## src/rtl/counter_ud_mod.sv

```systemverilog
// Parametrised up/down modulo counter with clamped parallel load, wrap or
// saturate mode, enable prescaler and a sticky overflow flag.
module counter_ud_mod #(
   parameter int WIDTH    = 4,
   parameter int MOD      = 16,
   parameter int PRESCALE = 1
) (
   input  logic             clk,
   input  logic             reset,
   input  logic             en,
   input  logic             dir,
   input  logic             load,
   input  logic [WIDTH-1:0] d,
   input  logic             sat,
   input  logic             clr_ovf,
   output logic [WIDTH-1:0] q,
   output logic             co,
   output logic             ovf
);

   localparam int               PS_W    = (PRESCALE > 1) ? $clog2(PRESCALE) : 1;
   localparam logic [PS_W-1:0]  PS_LAST = PS_W'(PRESCALE - 1);
   localparam logic [WIDTH-1:0] Q_MAX   = WIDTH'(MOD - 1);
   localparam logic [WIDTH:0]   MOD_EXT = (WIDTH + 1)'(MOD);

   logic [WIDTH-1:0] q_r, q_nxt_s;
   logic [PS_W-1:0]  ps_r, ps_nxt_s;
   logic             ovf_r, ovf_nxt_s;
   logic             tick_s, term_s;

   // Prescaler tick, terminal detect and the terminal-count strobe.
   always_comb begin
      tick_s = en && (ps_r == PS_LAST);
      if (dir) begin
         term_s = (q_r == Q_MAX);
      end else begin
         term_s = (q_r == {WIDTH{1'b0}});
      end
      co = tick_s & term_s & ~load;
   end

   // Next-state selection: load first, then count, then terminal step.
   always_comb begin
      q_nxt_s   = q_r;
      ps_nxt_s  = ps_r;
      ovf_nxt_s = ovf_r;
      if (load) begin
         // Out-of-range load values clamp to the terminal value
         if ({1'b0, d} >= MOD_EXT) begin
            q_nxt_s = Q_MAX;
         end else begin
            q_nxt_s = d;
         end
         ps_nxt_s  = {PS_W{1'b0}};
         ovf_nxt_s = 1'b0;
      end else begin
         if (!en) begin
            ps_nxt_s = ps_r;
         end else if (tick_s) begin
            ps_nxt_s = {PS_W{1'b0}};
         end else begin
            ps_nxt_s = ps_r + PS_W'(1'b1);
         end

         if (tick_s && !term_s) begin
            if (dir) begin
               q_nxt_s = q_r + WIDTH'(1'b1);
            end else begin
               q_nxt_s = q_r - WIDTH'(1'b1);
            end
         end else if (tick_s && term_s) begin
            if (sat) begin
               q_nxt_s = q_r;
            end else if (dir) begin
               q_nxt_s = {WIDTH{1'b0}};
            end else begin
               q_nxt_s = Q_MAX;
            end
         end else begin
            q_nxt_s = q_r;
         end

         // A terminal step sets OVF even when a clear is requested
         if (tick_s && term_s) begin
            ovf_nxt_s = 1'b1;
         end else if (clr_ovf) begin
            ovf_nxt_s = 1'b0;
         end else begin
            ovf_nxt_s = ovf_r;
         end
      end
   end

   // Counter, prescaler and overflow state registers.
   always_ff @(posedge clk or negedge reset) begin
      if (!reset) begin
         q_r   <= {WIDTH{1'b0}};
         ps_r  <= {PS_W{1'b0}};
         ovf_r <= 1'b0;
      end else begin
         q_r   <= q_nxt_s;
         ps_r  <= ps_nxt_s;
         ovf_r <= ovf_nxt_s;
      end
   end

   assign q   = q_r;
   assign ovf = ovf_r;

endmodule

```

## config.mk

```make
export PLATFORM = sky130hd
export DESIGN_NAME = counter_ud_mod
export DESIGN_NICKNAME = d
export VERILOG_FILES = /design/src/rtl/counter_ud_mod.sv
export SDC_FILE = /design/constraint.sdc
export NUM_CORES = 1
export LEC_CHECK = 0
export CAP_MARGIN = 5
export CORE_AREA = 2 2 39 41
export DETAILED_ROUTE_END_ITERATION = 10
export DIE_AREA = 0 0 41 43
export MAX_ROUTING_LAYER = met4
export PLACE_DENSITY = 0.66
export SLEW_MARGIN = 40
export SYNTH_ARGS = -nofsm -noshare
export SYNTH_HDL_FRONTEND = slang
export SYNTH_SLANG_ARGS = --single-unit
```

## constraint.sdc

```tcl
create_clock -name clk -period 5 [get_ports clk]
set_clock_uncertainty 0.05 [all_clocks]
set_input_delay 1.5 -clock clk [delete_from_list [all_inputs] [get_ports clk]]
set_output_delay 1.5 -clock clk [all_outputs]
set_load 0.01 [all_outputs]
```

==> results.sh <==
export IMPL_outcome="finished clean"
export IMPL_fin_crit_sh=0.9298
export IMPL_tightest_slew_ns=0.3135
export IMPL_grt_busiest_layer="met1"
export IMPL_cts_made_buffers=3
export IMPL_clockBufferDepth=2
export IMPL_async_reset_ff_frac=1.000
export IMPL_vias=446
export IMPL_cp_start_kind="input port"
export IMPL_synth_area_per_cell_um2=9.419
export IMPL_cp_endpoint="co"
export IMPL_utilization=0.5072
export IMPL_reg2regPathDepth=6
export IMPL_tns_ns=0
export IMPL_ys_seq_elements=6
export IMPL_wl_per_cell_um=11.39
export IMPL_synth_area_um2=499.2
export IMPL_period_minus_slack_ns=4.649
export IMPL_place_area_um2=679.4
export IMPL_whs_ns=0.4796
export IMPL_r2r_start="q[2]"
export IMPL_ys_types=31
export IMPL_ys_flop_type="dfrtp_1"
export IMPL_pwr_density_cell_nw_per_um2=248.5
export IMPL_use_met2=0.1813
export IMPL_drc=0
export IMPL_drive_above_1_share=0.1268
export IMPL_final_setup_viol_count=0
export IMPL_vias_per_cell=5.126
export IMPL_worst_endpoint_arrival_ns=3.10
export IMPL_max_slew_margin=0.7892
export IMPL_grtUsageTotal=0.1351
export IMPL_critPathLaunch="dir"
export IMPL_ys_seq_area_frac=0.3008
export IMPL_combPwrFrac=0.379
export IMPL_antenna_found_initial=0
export IMPL_finalWirelength_um=991
export IMPL_io_buffers=16
export IMPL_crit_required_ns=3.45
export IMPL_final_common_cell="clkdlybuf4s50_1"
export IMPL_area_growth_pct=40.60
export IMPL_clk_latency_ns=0.24
export IMPL_drv_slew=0
export IMPL_drtIter0Drc=2
export IMPL_postSynthCellCount=53
export IMPL_grt_first_pass_wirelength_um=1593
export IMPL_p_leak_nw=0.2949
export IMPL_rrSetupSlack_ns=3.17
export IMPL_coreArea_um2=1384
export IMPL_antenna_left=0
export IMPL_synth_edf_count=0
export IMPL_cts_resized=0
export IMPL_final_nets=87
export IMPL_cts_max_level=1
export IMPL_postCtsSetupBuffers=0
export IMPL_numClockSinks=6
export IMPL_die_w_um=41
export IMPL_irDropWorstVdd_mv=0.1274
export IMPL_crit_type="input port to output port"
export IMPL_cts_tree="built"
export IMPL_clockPowerShare=0.258
export IMPL_timing_rr_end="q[3]"
export IMPL_die_area_um2=1763
export IMPL_diodes=0
export IMPL_gp_congestion=0.8234
export IMPL_worstPathMaxFanout=4
export IMPL_seqPwrFrac=0.363
export IMPL_overflow=0
export IMPL_first_pass_iters=4
export IMPL_io_pins=17
export IMPL_start_util=0.3608
export IMPL_met3_usage=0.01571
export IMPL_cts_clk_slew_worst_paths_ns=0.05
export IMPL_cap_violations=0
export IMPL_final_cell_mix="clkdlybuf4s50_1, dfrtp_1, nand2b_1"
export IMPL_grt_max_degree=11
export IMPL_hold_viol=0
export IMPL_p_sw_w=0.00005644
export IMPL_dp_hpwl_um=775.2
export IMPL_fp_dieH_um=43
export IMPL_p_int_w=0.0001180
export IMPL_cts_root_buf="clkbuf_4"
export IMPL_switching_share=0.3236
export IMPL_use_met1=0.1894
export IMPL_end_kind="output port"
export IMPL_core_rowCount=14
export IMPL_grt_pass1_vias=385
export IMPL_min_path_type="flop to flop"
export IMPL_stdcell_area_um2=701.9
export IMPL_synth_warnings=0
export IMPL_holdBufCountCts=0
export IMPL_synthesis_nets=67
export IMPL_rsz0062_at_grt="no"
export IMPL_max_freq_ghz=0.2151
flip-flops by register name, summed over array words and instances (netlist names):
signal / flops
q: 4
ovf: 1
ps_r: 1
final cells by class:
| class | instances | area [um^2] |
|---|---|---|
| flip-flops and latches | 6 | 150.1 |
| multi-input cells | 42 | 330.3 |
| well taps | 16 | 20.02 |
| inverters | 3 | 11.26 |
| repair buffers | 17 | 167.7 |
| clock buffers | 3 | 22.52 |
| fillers | 127 | 681.9 |
per-stage QoR:
| stage | power, W | cells | setup slack (ns) |
|---|---|---|---|
| floorplan | 0.0001020 | 53 | 1.267 |
| global placement | 0.0001298 | 84 | 0.3556 |
| detailed placement | 0.0001299 | 84 | 0.3476 |
| CTS | 0.0001760 | 87 | 0.3378 |
| global route | 0.0001852 | 87 | 0.2324 |
| finish | 0.0001744 | 87 | 0.3508 |
power groups by stage:
stage	sequential, W	clock [W]	combinational (W)
2_1_floorplan	0.0000644	0	0.0000375
3_3_place_gp	0.0000642	0	0.0000657
3_5_place_dp	0.0000643	0	0.0000656
4_1_cts	0.0000635	0.0000459	0.0000665
5_1_grt	0.0000644	0.0000485	0.0000722
6_report	0.0000632	0.0000450	0.0000662
metal layers:
| layer | vias to the layer above | share of wire |
|---|---|---|
| li1 | 231 | - |
| met1 | 200 | 0.48 |
| met3 | 2 | 0.038 |
| met2 | 13 | 0.47 |
| met4 | 0 | 0.0071 |
| met5 | - | 0 |
kinds of logic after synthesis:
group | after synthesis | share of synthesized area
compound gates | 16 | 0.2707
xor+xnor | 2 | 0.03509
fa+ha+maj | 3 | 0.09022
buf+inv | 5 | 0.03760
flops | 6 | 0.3007
mux | 2 | 0.04261
simple gates | 19 | 0.2230
cells in the mapped netlist (all sizes together) (2+ instances only):
library cell	instances	area share
inv	3	0.023
o21ai	4	0.040
dfrtp	6	0.30
nand2	4	0.030
ha	2	0.050
nor2	4	0.030
nand2b	5	0.063
clkbuf	2	0.015
a21oi	3	0.053
how the worst min path moves through the flow:
stage	depth (start not counted)	slack, ns	end	from
after global placement	1	0.48	ps_r	ps_r
final	1	0.48	ps_r	ps_r
after floorplan	1	0.46	ps_r	ps_r
after CTS	1	0.48	ps_r	ps_r
after global routing	1	0.49	ps_r	ps_r
after detailed placement	1	0.48	ps_r	ps_r
critical path: stages:
cell             delay (ns)
clkdlybuf4s50_1        0.43
nor4_2                 0.24
a22o_4                 0.23
nand2b_1               0.08
nor2_1                 0.09
clkdlybuf4s50_1        0.54
Power figures use the tool's default switching activity.
